===== src/rtl/axi_tlb_l1_mc.sv =====
// Multi-channel L1 translation table. Translates per-channel request addresses through one
// shared segment table, with a one-cycle result register per channel and a saturating miss counter.
module axi_tlb_l1_mc #(
    parameter int NumChannels     = 2,
    parameter int NumEntries      = 4,
    parameter int InpAddrWidth    = 32,
    parameter int OupAddrWidth    = 32,
    parameter int PageOffsetWidth = 12,
    parameter int CntWidth        = 16,
    localparam int IPW = InpAddrWidth - PageOffsetWidth,
    localparam int OPW = OupAddrWidth - PageOffsetWidth,
    localparam int IW  = (NumEntries > 1) ? $clog2(NumEntries) : 1
) (
    input  logic                                 clk_i,
    input  logic                                 rst_i,
    input  logic [NumChannels*InpAddrWidth-1:0]  req_addr_i,
    input  logic [NumChannels-1:0]               req_write_i,
    input  logic [NumChannels-1:0]               req_valid_i,
    output logic [NumChannels-1:0]               req_ready_o,
    output logic [NumChannels*OupAddrWidth-1:0]  res_addr_o,
    output logic [NumChannels-1:0]               res_hit_o,
    output logic [NumChannels-1:0]               res_valid_o,
    input  logic [NumChannels-1:0]               res_ready_i,
    input  logic                                 cfg_we_i,
    input  logic [IW-1:0]                        cfg_idx_i,
    input  logic [IPW-1:0]                       cfg_first_i,
    input  logic [IPW-1:0]                       cfg_last_i,
    input  logic [OPW-1:0]                       cfg_base_i,
    input  logic [2:0]                           cfg_flags_i,
    output logic [CntWidth-1:0]                  miss_cnt_o,
    input  logic                                 miss_cnt_clr_i
);

    // Page arithmetic is done at the wider of the two page widths so the low OPW bits wrap correctly.
    localparam int MW = (IPW > OPW) ? IPW : OPW;
    localparam int SW = CntWidth + $clog2(NumChannels + 1);
    localparam logic [SW-1:0] CntMax = SW'({CntWidth{1'b1}});

    logic [IPW-1:0] r_first [NumEntries];
    logic [IPW-1:0] r_last  [NumEntries];
    logic [OPW-1:0] r_base  [NumEntries];
    logic [2:0]     r_flags [NumEntries];

    logic [NumChannels-1:0] w_miss;
    logic [SW-1:0]          w_miss_num;
    logic [SW-1:0]          w_sum;
    logic [CntWidth-1:0]    r_miss_cnt;
    logic [CntWidth-1:0]    w_miss_cnt_next;

    always_ff @(posedge clk_i or posedge rst_i) begin
        if (rst_i) begin
            for (int i = 0; i < NumEntries; i++) begin
                r_first[i] <= '0;
                r_last[i]  <= '0;
                r_base[i]  <= '0;
                r_flags[i] <= '0;
            end
        end else if (cfg_we_i && (32'(cfg_idx_i) < 32'(NumEntries))) begin
            r_first[cfg_idx_i] <= cfg_first_i;
            r_last[cfg_idx_i]  <= cfg_last_i;
            r_base[cfg_idx_i]  <= cfg_base_i;
            r_flags[cfg_idx_i] <= cfg_flags_i;
        end
    end

    for (genvar gi = 0; gi < NumChannels; gi++) begin : g_ch
        logic [IPW-1:0]             w_page;
        logic [PageOffsetWidth-1:0] w_off;
        logic                       w_hit;
        logic [OPW-1:0]             w_opage;
        logic                       w_accept;
        logic                       r_res_valid;
        logic                       r_res_hit;
        logic [OupAddrWidth-1:0]    r_res_addr;

        assign w_page = req_addr_i[gi*InpAddrWidth+PageOffsetWidth +: IPW];
        assign w_off  = req_addr_i[gi*InpAddrWidth +: PageOffsetWidth];

        // Scan from the highest index down so the lowest matching entry is the one that sticks.
        always_comb begin
            w_hit   = 1'b0;
            w_opage = '0;
            for (int i = NumEntries - 1; i >= 0; i--) begin
                if (r_flags[i][0] &&
                    (req_write_i[gi] ? r_flags[i][2] : r_flags[i][1]) &&
                    (w_page >= r_first[i]) && (w_page <= r_last[i])) begin
                    w_hit   = 1'b1;
                    w_opage = OPW'(MW'(w_page) - MW'(r_first[i]) + MW'(r_base[i]));
                end
            end
        end

        assign req_ready_o[gi] = !r_res_valid || res_ready_i[gi];
        assign w_accept        = req_valid_i[gi] && req_ready_o[gi];
        assign w_miss[gi]      = w_accept && !w_hit;

        always_ff @(posedge clk_i or posedge rst_i) begin
            if (rst_i) begin
                r_res_valid <= 1'b0;
                r_res_hit   <= 1'b0;
                r_res_addr  <= '0;
            end else if (w_accept) begin
                r_res_valid <= 1'b1;
                r_res_hit   <= w_hit;
                r_res_addr  <= w_hit ? {w_opage, w_off} : '0;
            end else if (res_ready_i[gi]) begin
                r_res_valid <= 1'b0;
            end
        end

        assign res_valid_o[gi]                              = r_res_valid;
        assign res_hit_o[gi]                                = r_res_hit;
        assign res_addr_o[gi*OupAddrWidth +: OupAddrWidth] = r_res_addr;
    end

    always_comb begin
        w_miss_num = '0;
        for (int c = 0; c < NumChannels; c++) begin
            w_miss_num = w_miss_num + SW'(w_miss[c]);
        end
        w_sum = SW'(r_miss_cnt) + w_miss_num;
        if (miss_cnt_clr_i) begin
            w_miss_cnt_next = '0;
        end else if (w_sum > CntMax) begin
            w_miss_cnt_next = {CntWidth{1'b1}};
        end else begin
            w_miss_cnt_next = w_sum[CntWidth-1:0];
        end
    end

    always_ff @(posedge clk_i or posedge rst_i) begin
        if (rst_i) begin
            r_miss_cnt <= '0;
        end else begin
            r_miss_cnt <= w_miss_cnt_next;
        end
    end

    assign miss_cnt_o = r_miss_cnt;

endmodule


===== config.mk =====
export PLATFORM = sky130hd
export DESIGN_NAME = axi_tlb_l1_mc
export DESIGN_NICKNAME = d
export VERILOG_FILES = /design/src/rtl/axi_tlb_l1_mc.sv
export SDC_FILE = /design/constraint.sdc
export NUM_CORES = 2
export LEC_CHECK = 0
export BUFFER_PORTS_ARGS = -buffer_cell sky130_fd_sc_hd__buf_2
export CAP_MARGIN = 10
export CORE_ASPECT_RATIO = 1.75
export CORE_MARGIN = 2
export CORE_UTILIZATION = 40
export CTS_CLUSTER_SIZE = 28
export DETAILED_ROUTE_END_ITERATION = 6
export PLACE_DENSITY_LB_ADDON = 0.2
export SYNTH_ARGS = -nofsm -noshare
export SYNTH_HDL_FRONTEND = slang
export SYNTH_SLANG_ARGS = --single-unit

===== constraint.sdc =====
create_clock -name clk_i -period 12.9 [get_ports clk_i]
set_input_delay 2.58 -clock clk_i [delete_from_list [all_inputs] [get_ports clk_i]]
set_output_delay 2.58 -clock clk_i [all_outputs]
set_load 0.02 [all_outputs]

### After elaboration in Yosys (flattened, before gate mapping)

Cells that the tools add are included.
W data, S select, Z words.

* flip-flop bits (word level): 336
* input port bits: 139
* output and inout bits: 86
* word-level logic and storage cells: 138

* bitwise operators: 1
* add/subtract/negate cells: 18
* reduce and logical (&&, ||, !) cells: 37
* magnitude comparators: 19
* multiplexer cells: 40

Operators with widths (count)
* $bwmux W80: 3
* $mux W20: 9
* $add A20 B20 Y20: 8
* $ge A20 B20 Y1: 8
* $le A20 B20 Y1: 8
* $sub A20 B20 Y20: 8
* $mux W32: 2
* $demux W20 S2: 1
* $mux W16: 2
* $logic_and A1 B1 Y1: 29
* $mux W1: 20
* $add A16 B2 Y17: 1
* $gt A17 B16 Y1 const B: 1
* $bwmux W12: 1
* $demux W3 S2: 1
* $logic_not A1 Y1: 4
* $reduce_bool A2 Y1: 2
* $ge A3 B3 Y1 const B: 1
* $lt A3 B1 Y1 const B: 1
* $mux W3: 1
* $not A2 Y3: 1
* $add A1 B1 Y2: 1
* $logic_or A1 B1 Y1: 2

### Logic depth before layout (Yosys ltp)

* word-level depth: 15
* depth in mapped cells: 19

### Worst setup path before layout

OpenSTA, ideal clock, no wires.

* kind: input to register
* start point: input req_addr_i[12]
* end point: register r_miss_cnt[10] (netlist: miss_cnt_o[10])
* path slack: 6.364 ns
* arrival time: 6.458 ns
* stages on the path: 19
* library setup time: 0.078 ns
* path through: inv_1 ha_1 nor2_1 a21oi_1 o31ai_1 a2111oi_0 or4b_1 o2111ai_1 buf_2 buf_2 nand3_1 fa_1 inv_1 ha_1 nand4_1 nor4_1 nand4_1 clkbuf_1 a21oi_1

* cells in the longest elaborated chain, start to end: 14
* elaborated cells on any way between the ends: 27
* those cells by class: add/sub (2); order compare (9); mux (6); reduce/logical (10)

RTL lines
* start: declaration: line 16 `input logic [NumChannels*InpAddrWidth-1:0] req_addr_i,`
* $ge A20 B20 Y1: line 86 `(w_page >= r_first[i]) && (w_page <= r_last[i])) begin`
* $logic_and A1 B1 Y1: line 85 `(req_write_i[gi] ? r_flags[i][2] : r_flags[i][1]) &&`
* $logic_and A1 B1 Y1: line 86
* $mux W1 (3 in series): line 84 `if (r_flags[i][0] &&`
* $mux W1 (*): line 84
* $logic_not A1 Y1 (*): line 95 `assign w_miss[gi] = w_accept && !w_hit;`
* $logic_and A1 B1 Y1 (*): line 95
* $add A1 B1 Y2 (*): line 119 `w_miss_num = w_miss_num + SW'(w_miss[c]);`
* $add A16 B2 Y17 (*): line 121 `w_sum = SW'(r_miss_cnt) + w_miss_num;`
* $gt A17 B16 Y1: line 124 `end else if (w_sum > CntMax) begin`
* $mux W16 (*): line 124
* $mux W16 (*): line 122 `if (miss_cnt_clr_i) begin`
* via w_miss_cnt_next[10]: line 48 `logic [CntWidth-1:0] w_miss_cnt_next;`
* end signal: assignment: line 135 `r_miss_cnt <= w_miss_cnt_next;`
* end: declaration: line 47 `logic [CntWidth-1:0] r_miss_cnt;`

The timed path passes the listed nets; every way through them passes the cells marked *.
A chain may end at the register's enable or synchronous reset.

### Final worst setup path

* start point: input req_addr_i[12]
* end point: register r_miss_cnt[5] (netlist: miss_cnt_o[5])

The elaborated chain is that of the path after synthesis.

==> results.md <==
* Run status: completed
* Worst path depth at 17
* Post-DP HPWL at ~94000 um
* Max-Cap Viols at 0
* Worst path bufs/invs at 3
* Cells after Synth at ~3.5k
* Hold Path Class: flop to flop
* Tmin final at around 7.7 ns
* FFs w/ async S/R, synth at 100.0%
* Largest net degree at the start of global routing at 96
* Avg Inst Size Synth at around 9 um^2
* Yosys top cell area share at between 20% and 30%
* Gpl congestion at roughly 0.96
* Commonest non-fill, non-tap cell in the layout: inv_1
* Layout fillers at 8046
* Tcrit/Tclk final at between 50% and 60%
* Post-Layout Cell Count at approximately 4.8k
* Final WL at 113800 um
* Hold Vio Cnt, Final at 0
* CTS tree: yes
* Drt first pass iters at 6
* Count of input and output buffers at roughly 220
* Drt drc at 0
* Primary FF master, synth: dfrtp_1
* Yosys warns at 0
* Worst Path Required at 13.41 ns
* Critical-path top delay cell: nand4_1
* Worst Setup Start Kind: primary input
* Sequential-to-total area share from yosys stat at 25.96%
* Skew final at 0.02688 ns
* Crit. Startpoint: req_addr_i[12]
* CTS-repair resized insts at 0
* Global-route usage over all layers at a little over a quarter
* Final Slew Violations at 0
* Nets at approximately 4.5k
* Worst-Margin Slew at 1.102 ns
* Critical path endpoint: miss_cnt_o[5]$_DFF_PP0_
* Via density at 5.602
* Slew headroom at between 20% and 30%
* Crit-path max FO at 14
* #FFs+latches synth at 336
* Setup WS post-layout at between 5 and 6 ns
* Die height at around 380 um
* Initial Utilization at 40.26%
* Synth Cell Area at approximately 32000 um^2
* WP data arrival at between 8 and 9 ns
* LEAKAGE at 0.01810 uW
* Wire per inst at about 24 um
* Post-synth cell types at 85
* Grt total ovfl at 0
* Clock Sinks at 336
* Fin util at between 40 and 50%
* TritonCTS Buffers at 38
* Hold-fix buffers, CTS at 0
* Clock Path Buffers at 3
* Via count at approximately 27k
* Max incr delay on CP at between 0.6 and 0.7 ns
* Reg clk slew, reported paths at approximately 0.06 ns
* CTS root buf: clkbuf_16
* Area Overhead vs Synth at 11.73%
* # rows at between 100 and 150
* Setup CP Type: primary input to flop
* Die ar. at 83360 um^2
* CP endpoint kind: flop
* Cell Chain, Critical Path: buf_2 > inv_1 > ha_1 > nand2b_1 > a21o_1 > a211o_1 > a211oi_1 > o21ai_0 > a211oi_2 > nand3_1 > fa_1 > inv_1 > ha_1 > nand4_1 > nor4_1 > nand4_1 > a21oi_1
* VDD IR max at a little over 100 uV
* Power density cells at between 150 and 200 nW/um^2
* I/O Pins at 225
* Antenna-violating nets left at 0
* Reg2reg start: r_first[61]$_DFFE_PP0P_
* Synth area leader: dfrtp_1
* First-pass GRT wire length at between 150000 and 200000 um
* Mapped Nets at 4280
* Worst skew pair latency at 0.60 ns
* CORE AREA at between 80000 and 90000 um^2
* RR Endpoint: miss_cnt_o[5]$_DFF_PP0_
* Vias in the first global route at about 28k
* Horiz. Die Dim at around 220 um
* RSZ-0062 raised after global routing: false
* Worst R2R Path Depth at 16
* Final setup viols at 0
* Drt initial violations at roughly 1.5k
* Most frequent cells in the layout: inv_1 (599), ha_1 (478), dfrtp_1 (336), a21oi_1 (224), buf_2 (224)
* Post-CTS setup buffer count at 0
* Dpl ws at around 4.7 ns
* Top post-synthesis cells by area: dfrtp_1 (26%), ha_1 (18%), fa_1 (9.5%)
* H-tree depth at 2
* Max frequency at 0.1304 GHz
* Initial antenna violation count at 10
* Fraction of layout cells with a size suffix above 1 at 14.64%
* R2R Setup Slk at a little over 7 ns
* Post-synth EDFFs at 0
* Placed cells at ~4.7k
* Top cell family by delay on the critical path: compound AO/OA/AOI/OAI gates
* Final setup TNS at 0 ns
[flip-flops by register name, indices dropped and copies added (netlist names)]
signal,count
g_ch.r_res_valid,2
r_first,80
r_flags,12
miss_cnt_o,16
g_ch.r_res_addr,64
r_base,80
r_last,80
g_ch.r_res_hit,2
[cell usage after synthesis, drive strengths merged, types with 14 or more instances]
cell and n:
a221oi 26, dfrtp 336, ha 478, nand4 51, or3 15, nand2 208
nor2 146, nor2b 27, a22oi 17, o21a 31, fa 153, a211oi 40
inv 600, o21ai 200, o21bai 25, xor2 44, o31ai 27, xnor2 101
a211o 16, o211ai 22, and3 21, a31oi 28, a22o 14, clkbuf 45
a21oi 225, nand3 68, a21o 87, buf 30, nand2b 23, mux2 203
nor3 52
[power breakdown]
part	switching, uW	leakage, uW	internal [uW]
Clock	511	0.000699	749
Combinational	2450	0.0133	1640
Sequential	181	0.00414	1250
[routing by layer]
layer | wire (um) | part of all wire [%] | track usage [%] | vias up
met5 | 33 | 0.029 | 0 | -
met4 | 9208 | 8.1 | 18.93 | 6
met3 | 4861 | 4.3 | 3.557 | 321
met2 | 57750 | 51 | 49.57 | 754
met1 | 41920 | 37 | 29.36 | 13190
li1 | - | - | - | 12700
[worst min-delay path by stage]
stage | startpoint | to | cells past startpoint
final | g_ch[1].r_res_addr[7]$_DFFE_PP0P_ | g_ch[1].r_res_addr[7]$_DFFE_PP0P_ | 2
after floorplan | g_ch[0].r_res_hit$_DFFE_PP0P_ | g_ch[0].r_res_hit$_DFFE_PP0P_ | 1
after CTS | g_ch[1].r_res_addr[7]$_DFFE_PP0P_ | g_ch[1].r_res_addr[7]$_DFFE_PP0P_ | 2
after global placement | g_ch[0].r_res_addr[23]$_DFFE_PP0P_ | g_ch[0].r_res_addr[23]$_DFFE_PP0P_ | 2
after detailed placement | g_ch[1].r_res_addr[7]$_DFFE_PP0P_ | g_ch[1].r_res_addr[7]$_DFFE_PP0P_ | 2
after global routing | g_ch[1].r_res_addr[11]$_DFFE_PP0P_ | g_ch[1].r_res_addr[11]$_DFFE_PP0P_ | 2
[layout make-up]
| type | count | area [um^2] | area share [%] |
|---|---|---|---|
| inverter | 600 | 2260 | 6.243 |
| sequential | 336 | 8408 | 23.23 |
| timing repair buffer | 251 | 1324 | 3.657 |
| clock buffer | 48 | 1102 | 3.046 |
| antenna | 8 | 20.02 | 0.05531 |
| tap | 1050 | 1314 | 3.630 |
| clock inverter | 22 | 302.8 | 0.8366 |
| multi-input combinational | 2499 | 21460 | 59.30 |
[kinds of logic after synthesis]
kind of cell	share of synthesized area (%)
buf+inv	7.953
fa+ha+maj	27.92
xor+xnor	3.921
compound gates	17.20
flops	25.96
mux	7.212
simple gates	9.838
[worst min-delay path, cell delays in order (launching register included)]
cell and delay [ns]:
dfrtp_1 0.33, nand2_1 0.04, o21ai_0 0.06
[through the flow]
stage	instance area, um^2	hold slack, ns	power (uW)
after detailed placement	34770	0.4666	5503
after global placement	34770	0.4557	5469
after global routing	36180	0.5090	7291
after CTS	36170	0.4809	6799
final	36190	0.4725	6783
after floorplan	32390	0.4653	4269
Note: power is estimated with default switching activity, not from simulation.
